[config.mk]
export PLATFORM = sky130hd
export DESIGN_NAME = count_display_flat
export DESIGN_NICKNAME = d
export VERILOG_FILES = /design/src/rtl/display_pkg.sv /design/src/rtl/count_display_if.sv /design/src/rtl/bin2bcd_seq.sv /design/src/rtl/count_display.sv /design/src/flat_wrapper.sv
export SDC_FILE = /design/constraint.sdc
export NUM_CORES = 1
export LEC_CHECK = 0
export BUFFER_PORTS_ARGS = -buffer_cell sky130_fd_sc_hd__buf_2
export CORE_MARGIN = 1.5
export CORE_UTILIZATION = 40
export DETAILED_ROUTE_END_ITERATION = 10
export PLACE_DENSITY = 0.68
export SLEW_MARGIN = 25
export SYNTH_ARGS = -nofsm -noshare
export SYNTH_HDL_FRONTEND = slang
export SYNTH_HIERARCHICAL = 1
export SYNTH_SLANG_ARGS = --single-unit
[constraint.sdc]
create_clock -name clk_100MHz -period 2.3 [get_ports clk_100MHz]
set_input_delay 0.46 -clock clk_100MHz [delete_from_list [all_inputs] [get_ports clk_100MHz]]
set_output_delay 0.46 -clock clk_100MHz [all_outputs]
set_load 0.03 [all_outputs]
[src/rtl/display_pkg.sv]
// Shared definitions for the count display driver.
//   - conv_state_t : state encoding of the sequential binary-to-BCD converter
//   - SEG_0..SEG_9 : active-low segment patterns {g,f,e,d,c,b,a}
//   - SEG_BLANK    : all segments off
//   - AN_OFF       : all anodes off (active-low)
//   - seg_decode() : BCD digit to segment pattern; non-decimal codes go blank
package display_pkg;

  typedef enum logic [1:0] {
    ST_IDLE   = 2'd0,
    ST_SHIFT  = 2'd1,
    ST_COMMIT = 2'd2
  } conv_state_t;

  localparam logic [6:0] SEG_0     = 7'b1000000;
  localparam logic [6:0] SEG_1     = 7'b1111001;
  localparam logic [6:0] SEG_2     = 7'b0100100;
  localparam logic [6:0] SEG_3     = 7'b0110000;
  localparam logic [6:0] SEG_4     = 7'b0011001;
  localparam logic [6:0] SEG_5     = 7'b0010010;
  localparam logic [6:0] SEG_6     = 7'b0000010;
  localparam logic [6:0] SEG_7     = 7'b1111000;
  localparam logic [6:0] SEG_8     = 7'b0000000;
  localparam logic [6:0] SEG_9     = 7'b0010000;
  localparam logic [6:0] SEG_BLANK = 7'h7F;

  localparam logic [3:0] AN_OFF    = 4'b1111;

  function automatic logic [6:0] seg_decode(input logic [3:0] digit);
    case (digit)
      4'd0:    return SEG_0;
      4'd1:    return SEG_1;
      4'd2:    return SEG_2;
      4'd3:    return SEG_3;
      4'd4:    return SEG_4;
      4'd5:    return SEG_5;
      4'd6:    return SEG_6;
      4'd7:    return SEG_7;
      4'd8:    return SEG_8;
      4'd9:    return SEG_9;
      default: return SEG_BLANK;
    endcase
  endfunction

endpackage

[src/rtl/count_display_if.sv]
// Board-side bundle of the count display driver.
//   count : 8-bit value to show, asynchronous to the display clock
//   an    : digit anodes, active-low, an[0] = ones digit
//   seg   : segments {g,f,e,d,c,b,a}, active-low
//   dp    : decimal point, active-low
//   busy  : conversion in progress
// master = the side that supplies the count and watches the display,
// slave  = the display driver.
interface count_display_if;
  logic [7:0] count;
  logic [3:0] an;
  logic [6:0] seg;
  logic       dp;
  logic       busy;

  modport master (output count, input an, seg, dp, busy);
  modport slave  (input count, output an, seg, dp, busy);
endinterface

[src/rtl/bin2bcd_seq.sv]
// Sequential double-dabble converter: 8-bit binary to 3 BCD digits.
//   clk, rst_n : clock, async active-low reset
//   i_bin      : binary value, sampled when i_start is accepted in IDLE
//   i_start    : start strobe (ignored while busy)
//   o_bcd      : {hundreds, tens, ones}; final only while o_done is high
//   o_busy     : high in SHIFT and COMMIT
//   o_done     : one-cycle strobe in COMMIT
module bin2bcd_seq
  import display_pkg::*;
(
  input  logic        clk,
  input  logic        rst_n,
  input  logic [7:0]  i_bin,
  input  logic        i_start,
  output logic [11:0] o_bcd,
  output logic        o_busy,
  output logic        o_done
);

  conv_state_t r_state;
  conv_state_t w_next_state;
  logic [19:0] r_shift;   // {hundreds, tens, ones, binary}
  logic [2:0]  r_bit_cnt;
  logic [19:0] w_adj;

  // Add 3 to every BCD nibble >= 5 so the following shift carries correctly.
  // NOTE: every signal written in always_comb gets a default first; a path
  // that leaves it unassigned would infer a latch.
  always_comb begin
    w_adj = r_shift;
    if (r_shift[11:8]  >= 4'd5) w_adj[11:8]  = r_shift[11:8]  + 4'd3;
    if (r_shift[15:12] >= 4'd5) w_adj[15:12] = r_shift[15:12] + 4'd3;
    if (r_shift[19:16] >= 4'd5) w_adj[19:16] = r_shift[19:16] + 4'd3;
  end

  always_comb begin
    w_next_state = r_state;
    case (r_state)
      ST_IDLE:   if (i_start) w_next_state = ST_SHIFT;
      ST_SHIFT:  if (r_bit_cnt == 3'd7) w_next_state = ST_COMMIT;
      ST_COMMIT: w_next_state = ST_IDLE;
      default:   w_next_state = ST_IDLE;
    endcase
  end

  // NOTE: sequential state uses non-blocking assignments so every flop
  // samples the pre-edge values, independent of statement order.
  always_ff @(posedge clk or negedge rst_n) begin
    if (!rst_n) begin
      r_state   <= ST_IDLE;
      r_shift   <= '0;
      r_bit_cnt <= '0;
    end else begin
      r_state <= w_next_state;
      case (r_state)
        ST_IDLE: begin
          if (i_start) begin
            r_shift   <= {12'b0, i_bin};
            r_bit_cnt <= '0;
          end
        end
        ST_SHIFT: begin
          r_shift   <= {w_adj[18:0], 1'b0};
          r_bit_cnt <= r_bit_cnt + 3'd1;
        end
        default: ;
      endcase
    end
  end

  assign o_bcd  = r_shift[19:8];
  assign o_busy = (r_state != ST_IDLE);
  assign o_done = (r_state == ST_COMMIT);

endmodule

[src/rtl/count_display.sv]
// Shows an asynchronous 8-bit count in decimal on a 4-digit common-anode
// seven-segment display with leading-zero blanking.
//   clk_100MHz : board clock
//   reset_n    : async active-low reset
//   bus        : count_display_if.slave (count in; an, seg, dp, busy out)
//   DIGIT_CYCLES : clocks each digit slot stays lit (>= 2)
module count_display
  import display_pkg::*;
#(
  parameter int DIGIT_CYCLES = 100000
) (
  input  logic            clk_100MHz,
  input  logic            reset_n,
  count_display_if.slave  bus
);

  localparam int             CNT_W    = (DIGIT_CYCLES > 2) ? $clog2(DIGIT_CYCLES) : 1;
  localparam logic [CNT_W-1:0] CNT_LAST = CNT_W'(DIGIT_CYCLES - 1);

  logic [7:0]       r_s1, r_s2, r_s3;
  logic [7:0]       r_cur_bin;
  logic             w_start;
  logic [11:0]      w_bcd;
  logic             w_busy;
  logic             w_done;
  logic [3:0]       r_dig_h, r_dig_t, r_dig_o;
  logic [CNT_W-1:0] r_scan_cnt;
  logic [1:0]       r_slot;
  logic             w_blank_h, w_blank_t;
  logic [3:0]       w_an_next;
  logic [6:0]       w_seg_next;
  logic [3:0]       r_an;
  logic [6:0]       r_seg;
  logic             r_dp;

  // The count bus is synchronized bit by bit; a word caught mid-change can
  // have skewed bits, so it is only accepted once two successive samples agree.
  always_ff @(posedge clk_100MHz or negedge reset_n) begin
    if (!reset_n) begin
      r_s1 <= '0;
      r_s2 <= '0;
      r_s3 <= '0;
    end else begin
      r_s1 <= bus.count;
      r_s2 <= r_s1;
      r_s3 <= r_s2;
    end
  end

  assign w_start = (r_s2 == r_s3) && (r_s2 != r_cur_bin) && !w_busy;

  always_ff @(posedge clk_100MHz or negedge reset_n) begin
    if (!reset_n) r_cur_bin <= '0;
    else if (w_start) r_cur_bin <= r_s2;
  end

  bin2bcd_seq u_bin2bcd (
    .clk     (clk_100MHz),
    .rst_n   (reset_n),
    .i_bin   (r_s2),
    .i_start (w_start),
    .o_bcd   (w_bcd),
    .o_busy  (w_busy),
    .o_done  (w_done)
  );

  // Digits change only on the completed result, never on a partial shift.
  always_ff @(posedge clk_100MHz or negedge reset_n) begin
    if (!reset_n) begin
      r_dig_h <= '0;
      r_dig_t <= '0;
      r_dig_o <= '0;
    end else if (w_done) begin
      r_dig_h <= w_bcd[11:8];
      r_dig_t <= w_bcd[7:4];
      r_dig_o <= w_bcd[3:0];
    end
  end

  // Four slots per frame; slot 3 stays dark so all lit digits get equal duty.
  always_ff @(posedge clk_100MHz or negedge reset_n) begin
    if (!reset_n) begin
      r_scan_cnt <= '0;
      r_slot     <= '0;
    end else if (r_scan_cnt == CNT_LAST) begin
      r_scan_cnt <= '0;
      r_slot     <= r_slot + 2'd1;
    end else begin
      r_scan_cnt <= r_scan_cnt + 1'b1;
    end
  end

  assign w_blank_h = (r_dig_h == 4'd0);
  assign w_blank_t = w_blank_h && (r_dig_t == 4'd0);

  always_comb begin
    w_an_next  = AN_OFF;
    w_seg_next = SEG_BLANK;
    case (r_slot)
      2'd0: begin
        w_an_next  = ~(4'b0001 << r_slot);
        w_seg_next = seg_decode(r_dig_o);
      end
      2'd1: begin
        w_an_next  = ~(4'b0001 << r_slot);
        w_seg_next = w_blank_t ? SEG_BLANK : seg_decode(r_dig_t);
      end
      2'd2: begin
        w_an_next  = ~(4'b0001 << r_slot);
        w_seg_next = w_blank_h ? SEG_BLANK : seg_decode(r_dig_h);
      end
      default: ;
    endcase
  end

  always_ff @(posedge clk_100MHz or negedge reset_n) begin
    if (!reset_n) begin
      r_an  <= AN_OFF;
      r_seg <= SEG_BLANK;
      r_dp  <= 1'b1;
    end else begin
      r_an  <= w_an_next;
      r_seg <= w_seg_next;
      r_dp  <= 1'b1;
    end
  end

  assign bus.an   = r_an;
  assign bus.seg  = r_seg;
  assign bus.dp   = r_dp;
  assign bus.busy = w_busy;

endmodule

[src/flat_wrapper.sv]
// flat-port wrapper written by rule: the top's interface ports become plain ports
module count_display_flat import display_pkg::*;
#(
  parameter int DIGIT_CYCLES = 100000
)
  (clk_100MHz, reset_n, bus_count, bus_an, bus_seg, bus_dp, bus_busy);
  count_display_if bus_i ();
  input  logic clk_100MHz;
  input  logic reset_n;
  input wire logic [$bits(bus_i.count)-1:0] bus_count;
  output wire logic [$bits(bus_i.an)-1:0] bus_an;
  output wire logic [$bits(bus_i.seg)-1:0] bus_seg;
  output wire logic [$bits(bus_i.dp)-1:0] bus_dp;
  output wire logic [$bits(bus_i.busy)-1:0] bus_busy;
  assign bus_i.count = bus_count;
  assign bus_an = bus_i.an;
  assign bus_seg = bus_i.seg;
  assign bus_dp = bus_i.dp;
  assign bus_busy = bus_i.busy;
  count_display #(.DIGIT_CYCLES(DIGIT_CYCLES)) u_core (.clk_100MHz(clk_100MHz), .reset_n(reset_n), .bus(bus_i));
endmodule
# Word level (Yosys, flattened, before mapping)
# Memories as Yosys holds them, arrays and structs flattened.
# Cells that the tools add are included.
totals:
  reg_bits: 99
  romBits: 336
  inputBits: 10
  out_inout_bits: 13
  wordCells: 66
  n_memories: 3
mem_list:
  columns: ["memory", "depth", "word_bits", "read_ports", "rd_ports_with_merged_regs", "write_ports", "line_no", "text"]
  rows:
  - ["(no name shown)", 16, 7, 1, 0, 0, "display_pkg.sv:30", "case (digit)"]
  - ["(no name shown)", 16, 7, 1, 0, 0, "display_pkg.sv:30", null]
  - ["(no name shown)", 16, 7, 1, 0, 0, "display_pkg.sv:30", null]
classes:
  n_addsub: 6
  order_cmp: 3
  n_eq_ne: 10
  shifts: 1
  muxes: 15
  n_bitwise: 1
  reduce_logical: 13
ops:
  columns: ["operator", "count"]
  rows:
  - ["20-bit one-hot mux with 2 select lines", 1]
  - ["7-bit one-hot mux with 3 select lines", 1]
  - ["20-bit two-way mux", 1]
  - ["17-bit by 1-bit adder with 17-bit output, second input constant", 1]
  - ["17-bit == test, second input constant", 1]
  - ["17-bit two-way mux", 1]
  - ["7-bit two-way mux", 2]
  - ["4-bit by 3-bit greater-or-equal comparator with 1-bit output, second input constant", 3]
  - ["4-bit two-way mux", 3]
  - ["4-bit by 2-bit adder with 4-bit output, second input constant", 2]
  - ["8-bit == test", 1]
  - ["4-bit zero test", 2]
  - ["8-bit inequality test", 1]
  - ["3-bit two-way mux", 2]
  - ["3-bit one-hot mux with 2 select lines", 1]
  - ["2-bit by 1-bit == test with 1-bit output, second input constant", 2]
  - ["2-bit == test, second input constant", 2]
  - ["2-bit zero test", 2]
  - ["2-bit two-way mux", 2]
  - ["2-bit inequality test, second input constant", 2]
  - ["4-bit NOT", 1]
  - ["2-bit one-hot mux with 2 select lines", 1]
  - ["2-bit AND reduction", 2]
  - ["2-bit nonzero test", 2]
  - ["8 further kinds", 10]

# Depth between registers and ports, before layout
# Gate-level depths: netlist of the first run.
depth:
  ltp_word: 5
  ltp_mapped: 9
  mapped_depth_nobuf: 8

# By module
# The synthesis of the first run kept the hierarchy.
by_module_without_submodules:
  columns: ["mod", "instances", "cells_each", "area_per_inst_um2", "seq_area_each_um2"]
  rows:
  - ["count_display", 1, 317, 3489.6, 1865.5]
  - ["bin2bcd_seq", 1, 145, 1425.1, 625.6]

# Worst setup path after synthesis of the first run
# No wires, ideal clock.
synth_path:
  path_type: "reg-to-reg"
  from: "reg u_core.u_bin2bcd.r_state[0]"
  to: "reg u_core.u_bin2bcd.r_shift[11]"
  setup_time_ns: 0.122
  t_arrival_ns: 2.136
  t_required_ns: 2.178
  slack_ns: 0.043
  path_stages_with_launch: 10
  path_buffers: 2
  period_less_slack_ns: 2.257
  path_cell_list: "dfrtp_1 clkbuf_1 or2_2 nor4_2 o21ai_2 inv_1 o21ba_2 buf_2 o31ai_1 a32o_1"
synth_via:
  elab_chain_len: 5
  elab_cells_between_ends: 9
  cone_classes: "2 x eq/ne; 1 x mux; 6 x reduce/logical"
synth_rtl:
  columns: ["item", "line_no", "text"]
  rows:
  - ["start, declared", "bin2bcd_seq.sv:20", "conv_state_t r_state;"]
  - ["start signal, assigned", "bin2bcd_seq.sv:54", "r_state <= w_next_state;"]
  - ["2-bit nonzero test", "bin2bcd_seq.sv:72", "assign o_busy = (r_state != ST_IDLE);"]
  - ["net bus_busy", "flat_wrapper.sv:14", "output wire logic [$bits(bus_i.busy)-1:0] bus_busy;"]
  - ["1-bit zero test", "count_display.sv:50", "assign w_start = (r_s2 == r_s3) && (r_s2 != r_cur_bin) && !w_busy;"]
  - ["1-bit logical AND", "count_display.sv:50", null]
  - ["net u_core.w_start", "count_display.sv:22", "logic w_start;"]
  - ["2-bit inequality test (no line)", null, null]
  - ["2-bit AND reduction (no line)", null, null]
  - ["end signal, assigned", "bin2bcd_seq.sv:58", "r_shift <= {12'b0, i_bin};"]
  - ["end signal, assigned", "bin2bcd_seq.sv:63", "r_shift <= {w_adj[18:0], 1'b0};"]
  - ["end, declared", "bin2bcd_seq.sv:22", "logic [19:0] r_shift;"]
# The timed path passes the listed nets, and every way through them passes these cells.
# A chain may end at the register's enable or synchronous reset.

# Worst setup path after layout of the first run
layout_path:
  from: "reg u_core.u_bin2bcd.r_state[1]"
  to: "reg u_core.u_bin2bcd.r_shift[1]"
layout_via:
  elab_chain_len: 5
  elab_cells_between_ends: 9
  cone_classes: "2 x eq/ne; 1 x mux; 6 x reduce/logical"
layout_rtl:
  columns: ["item", "line_no"]
  rows:
  - ["2-bit nonzero test", "bin2bcd_seq.sv:72"]
  - ["1-bit zero test", "count_display.sv:50"]
  - ["1-bit logical AND", "count_display.sv:50"]
  - ["net u_core.w_start", "count_display.sv:22"]
  - ["2-bit inequality test (no line)", null]
  - ["2-bit AND reduction (no line)", null]
# The timed path passes the listed nets, and every way through them passes these cells.

==> results of run 1 <==
[metal layers]
| layer | track usage [%] | vias to the layer above |
|---|---|---|
| met2 | 22.7 | 51 |
| met4 | 4.75 | 0 |
| met5 | 0 | - |
| met1 | 19.6 | 1523 |
| met3 | 3.56 | 14 |
| li1 | - | 1601 |
[cells in the mapped netlist (3+ instances only)]
library cell | n | area [µm²]
a32o_1 | 4 | 40.0
o21ai_0 | 34 | 170
o221ai_1 | 6 | 52.6
buf_4 | 15 | 113
o2111ai_1 | 6 | 52.6
clkbuf_1 | 12 | 45.0
nand2_1 | 35 | 131
mux2_2 | 15 | 169
nand3_1 | 13 | 65.1
o21a_1 | 3 | 22.5
dfstp_2 | 11 | 289
xnor2_1 | 25 | 219
o211ai_1 | 7 | 52.6
nand4_1 | 7 | 43.8
ha_1 | 33 | 413
nor2b_1 | 10 | 62.6
nand2b_1 | 11 | 68.8
a21oi_1 | 15 | 75.1
o31ai_1 | 4 | 30.0
nor2_1 | 33 | 124
xor2_1 | 8 | 70.1
inv_1 | 29 | 109
a22oi_1 | 5 | 37.5
nor3_1 | 4 | 20.0
dfrtp_1 | 88 | 2200
[area by class of cell]
class	count	area share, %
Sequential cell	99	46.1
Multi-Input combinational cell	304	39.5
Clock buffer	9	4.17
Timing Repair Buffer	30	3.47
Tap cell	147	3.40
Inverter	29	2.01
Clock inverter	7	1.34
[final timing paths]
| kind | end |
|---|---|
| worst min-delay path | u_core/r_dig_h[1] |
| min in group clk_100MHz | u_core/r_s1[1] |
| worst max-delay path | u_core/u_bin2bcd/r_shift[1] |
| worst min register to register | u_core/r_s2[4] |
| max in group asynchronous | u_core/bus.an[0] |
| worst max register to register | u_core/u_bin2bcd/r_shift[1] |
[power by group through the flow]
stage | logic [mW] | clock network (mW) | registers, mW
after global routing | 0.646 | 1.61 | 2.01
final | 0.575 | 1.48 | 1.99
after floorplan | 0.448 | 0 | 2.01
after detailed placement | 0.586 | 0 | 2.03
after global placement | 0.564 | 0 | 2.02
after CTS | 0.586 | 1.53 | 1.99
[registers in the layout (all words and copies together), names as in the netlist, 7 cells and up]
register,count
u_core/r_cur_bin,8
u_core/r_s2,8
u_core/bus.seg,7
u_core/r_s3,8
u_core/r_s1,8
u_core/u_bin2bcd/r_shift,20
u_core/r_scan_cnt,17
[cells by family after synthesis]
group	Yosys count	synth area share (%)
multiplexers	16	3.64
buffers and inverters	59	5.86
AO/OA/AOI/OAI	95	12.8
adder cells (fa/ha/maj)	33	8.40
flip-flops	99	50.7
AND/OR/NAND/NOR	126	12.7
other	1	0.0763
XOR/XNOR	33	5.88
==> flow_summary.toml, run 1 <==
[critical_path]
crit_cells = 7
critPathSlowestCell = "nor2b_1"
crit_family = "simple AND/OR/NAND/NOR gates"
cp-start-kind = "flip-flop"
slowest_delay_ns = 0.41
r2r_cells = 7
worst_setup_path_end_kind = "flip-flop"
crit_fanout = 7
worst-setup-path-type = "flip-flop to flip-flop"
crit_chain = "or2_2, nor4_2, o21ai_2, inv_1, nor2b_1, a22oi_1, o21ai_0"
arrival_ns = 2.27
crit_required_ns = 2.57
critPathLaunch = "u_core/u_bin2bcd/r_state[1]"
r2r_start = "u_core/u_bin2bcd/r_state[1]"
worst-path-buf-inv = 1
r2r_slack_ns = 0.30

[floorplanning]
rows = 40
coreArea_um2 = 12000
fp.dieH_um = 114
io-pin-count = 23
die_area_um2 = 13000
start_util_pct = 40.9
die_width_um = 114

[final_layout]
fin_cells = 625
fin_util_pct = 45.0
layout_commonest_cell = "dfrtp_1"
final_cell_mix = "dfrtp_1 (88), nand2_1 (35), o21ai_0 (34)"
multiInputGateArea_um2 = 2140
final_area_um2 = 5410
layout-drive-gt1-share_pct = 16.1
num-fill-cells = 1110
register_area_um2 = 2490
n_antenna_cell = 0
fin_nets = 516
syn_to_final_growth_pct = 9.98

[cts]
clkSlewWorstSetupHoldPaths_ns = 0.07
cts_tree = "yes"
cts_resized = 0
cts_buffers = 9
postCtsSetupBuffers = 0
cts_hold_buf = 0
cts.sinks = 99
root_buffer = "clkbuf_16"
h-tree-depth = 3
clockBufferDepth = 2
clock_latency_ns = 0.35

[logic_synthesis]
synth_enable_flop_cells = 0
synthArstFlopShare_pct = 100
synth_seq_cells = 99
yosys_warnings = 6
syn_inst = 462
synth_nets = 505
yosysSeqAreaShare_pct = 50.7
syn_area_um2 = 4910
syn_area_per_cell_um2 = 10.6
synthFlopType = "dfrtp_1"
synth.distinct_cells = 48

[timing]
rsz0062_at_grt = "false"
slew_violations = 0
timing.final.crit_period_ns = 2.00
skew_ns = 0.0102
worst_slack_ns = 0.300
hold_slack_ns = 0.0544
final.setup.tns_ns = 0
fin_crit_sh_pct = 87.0
hold_viol_final = 0
fmax_mhz = 500
setup_viol = 0

[power]
cellInternalPower_mw = 2.89
p_sw_share_pct = 28.5
power_switching_mw = 1.15
irDropWorstVdd_mv = 0.460
p_leak_nw = 2.36
p_total_mw = 4.05
p_seq_share_pct = 49.3
powerDensity_nw_per_um2 = 748
combPwrFrac_pct = 14.2
pwr-share-clk_pct = 36.5

[placed_design]
port_buffers = 21
gp_congestion = 0.823
dp_cells = 609
place_area_um2 = 5110
dpl.hpwl_um = 5890
dp_slack_ns = 0.311

[drt]
wl_met3_um = 318
first_iter_violations = 189
met1_length_um = 4120
finalWirelength_um = 8450
wl_met2_um = 3890
via_per_inst = 5.10
wl_per_cell_um = 13.5
dr.pass1.iters = 4
highest_layer = "met4"
drc = 0
vias = 3189
postRouteAntennaNets = 0

[grt]
grt_max_degree = 53
overflow = 0
grt_usage_pct = 14.4
grt_pass1_wl_um = 15000
grt_pass1_vias = 3138
antenna_found_initial = 0

[job]
drv_cap = 0

[status]
outcome = "finished, final reports clean"

[hold_path]
hp-class = "primary input to async pin"
Note: power is estimated with default switching activity, not from simulation.
==> run 2, diff against run 1 <==
--- a/config.mk
+++ b/config.mk
@@ -5,6 +5,7 @@
 export SDC_FILE = /design/constraint.sdc
 export NUM_CORES = 1
 export LEC_CHECK = 0
+export ABC_AREA = 1
 export BUFFER_PORTS_ARGS = -buffer_cell sky130_fd_sc_hd__buf_2
 export CORE_MARGIN = 1.5
 export CORE_UTILIZATION = 40
==> run 2 against run 1 <==
Synthesized area grew 6.6%. Via count grew 18%. Clock-buffer cell count is the same. Sequential share of layout area shrank 2.8 points. Worst setup slack lost 0.064 ns. First-iteration DRC count grew 11%. Cell count grew 26%. Fmax shrank 3.1%. Routed wire length grew 10%.
==> flow_summary.toml, run 2 <==
[placed_design]
place_area_um2 = 5450
dp_slack_ns = 0.112
port_buffers = 21
gp_congestion = 0.878
dpl.hpwl_um = 6700

[logic_synthesis]
synth.distinct_cells = 35
synth_nets = 640
yosysSeqAreaShare_pct = 47.5
synth_compound_area_share_pct = 10.6
syn_area_um2 = 5240
synth_enable_flop_cells = 0
synth_seq_cells = 99
yosys_warnings = 6
synth_top_area_cell = "dfrtp_1"
syn_area_per_cell_um2 = 8.78
synth_commonest_cells = "nand2_1 (140), dfrtp_1 (88), inv_1 (79), o21ai_0 (52), nand3_1 (35)"
synthFlopType = "dfrtp_1"
synthArstFlopShare_pct = 100
yosysMostFrequentCell = "nand2_1"
yosys.area_share.xor_xnor_pct = 1.50
synthAdderAreaFrac_pct = 7.88
synth_top_family_by_area = "simple AND/OR/NAND/NOR gates"
synthMuxAreaShare_pct = 0
synth_simple_gate_area_share_pct = 23.0
syn_inst = 597
yosys-top-cells-area = "dfrtp_1 (42%), nand2_1 (10%), ha_1 (7.9%)"
synthDominantCellAreaShare_pct = 42.0

[floorplanning]
io-pin-count = 23
die_width_um = 117
rows = 41
start_util_pct = 41.2
die_area_um2 = 13800
coreArea_um2 = 12700
fp.dieH_um = 117

[cts]
clock_latency_ns = 0.34
cts_tree = "yes"
cts_buffers = 9
cts_resized = 0
postCtsSetupBuffers = 0
root_buffer = "clkbuf_16"
cts.sinks = 99
clockBufferDepth = 2
h-tree-depth = 3
cts_hold_buf = 0
clkSlewWorstSetupHoldPaths_ns = 0.07

[critical_path]
cp-start-kind = "flip-flop"
crit_fanout = 19
crit_required_ns = 2.57
r2r_cells = 11
arrival_ns = 2.34
worst-setup-path-type = "flip-flop to flip-flop"
worst_setup_path_end_kind = "flip-flop"
r2r_slack_ns = 0.24

[drt]
via_per_inst = 4.77
postRouteAntennaNets = 0
first_iter_violations = 209
drc = 0
finalWirelength_um = 9340
dr.pass1.iters = 4
wl_per_cell_um = 11.8
vias = 3769

[final_layout]
final_area_um2 = 5750
top_regs = "u_core/u_bin2bcd/r_shift x20, u_core/r_scan_cnt x17"
max_flop_register = "u_core/u_bin2bcd/r_shift"
layout-drive-gt1-share_pct = 16.8
final_cell_mix = "nand2_1 (140), dfrtp_1 (88), inv_1 (79)"
n_antenna_cell = 0
fin_nets = 656
fin_util_pct = 45.2
syn_to_final_growth_pct = 9.74
largest_register_ffs = 20
layout_commonest_cell = "nand2_1"

[grt]
grt_pass1_wl_um = 16400
grt_pass1_vias = 3654
grt_usage_pct = 14.5
antenna_found_initial = 0
grt_max_degree = 43
overflow = 0

[timing]
fin_crit_sh_pct = 89.7
timing.final.crit_period_ns = 2.06
hold_viol_final = 0
skew_ns = 0.00861
setup_viol = 0
rsz0062_at_grt = "false"
slew_violations = 0
max_slew_margin_pct = 62.9
final.setup.tns_ns = 0
worst_pin_slew_ns = 0.556
fmax_mhz = 485
worst_slack_ns = 0.236

[power]
p_leak_nw = 2.89
powerDensity_nw_per_um2 = 853
irDropWorstVdd_mv = 0.562
p_total_mw = 4.90

[hold_path]
hp-class = "primary input to async pin"

[status]
outcome = "finished, final reports clean"

[job]
drv_cap = 0
## run 2: area by class of cell
| type | count | area, µm² |
|---|---|---|
| tap | 172 | 215 |
| timing repair buffer | 24 | 143 |
| multi-input combinational | 390 | 2260 |
| clock buffer | 9 | 225 |
| inverter | 89 | 348 |
| sequential | 99 | 2490 |
| fill | 1231 | 6970 |
| clock inverter | 7 | 67.6 |
## run 2: where the power goes
group | internal, mW | total (mW) | switching, mW
Combinational | 0.436 | 1.24 | 0.807
Sequential | 2.01 | 2.19 | 0.184
Clock | 0.766 | 1.47 | 0.702
Total | 3.21 | 4.90 | 1.69
## run 2: logic make-up after synthesis
kind of cell    Yosys count
simple gates            252
other cells               1
buf+inv                 108
compound gates           95
fa+ha+maj                33
xor+xnor                  9
flops                    99
## run 2: through the flow
step	instances	hold WS, ns
after floorplan	597	0.164
after global placement	774	0.331
after detailed placement	774	0.339
after CTS	790	0.118
after global routing	790	0.130
final	790	0.105
## run 2: path summary, 6_finish.rpt
kind,to,start
max,u_core/u_bin2bcd/r_shift[2],u_core/u_bin2bcd/r_state[0]
min,u_core/u_bin2bcd/r_shift[17],reset_n
max reg2reg,u_core/u_bin2bcd/r_shift[2],u_core/u_bin2bcd/r_state[0]
min reg2reg,u_core/r_s2[6],u_core/r_s1[6]
max in group asynchronous,u_core/u_bin2bcd/r_bit_cnt[0],reset_n
min in group clk_100MHz,u_core/r_s1[5],bus_count[5]
## run 2: routing by layer
| metal | vias up | track usage, % | share of wire, % |
|---|---|---|---|
| met3 | 16 | 3.97 | 3.4 |
| met5 | - | 0 | 0 |
| met4 | 0 | 4.80 | 1.6 |
| met2 | 63 | 23.9 | 48 |
| li1 | 1922 | - | - |
| met1 | 1768 | 18.4 | 47 |
## run 2: critical path, stage by stage (launching register included)
cell and delay [ns]:
dfrtp_1 0.48, nor2_1 0.20, inv_1 0.08, nor2_1 0.14
nand3_2 0.14, nor2_8 0.21, nand2_4 0.11, inv_1 0.15
o21ai_4 0.14, inv_6 0.19, nand2_1 0.09, o21ai_2 0.06
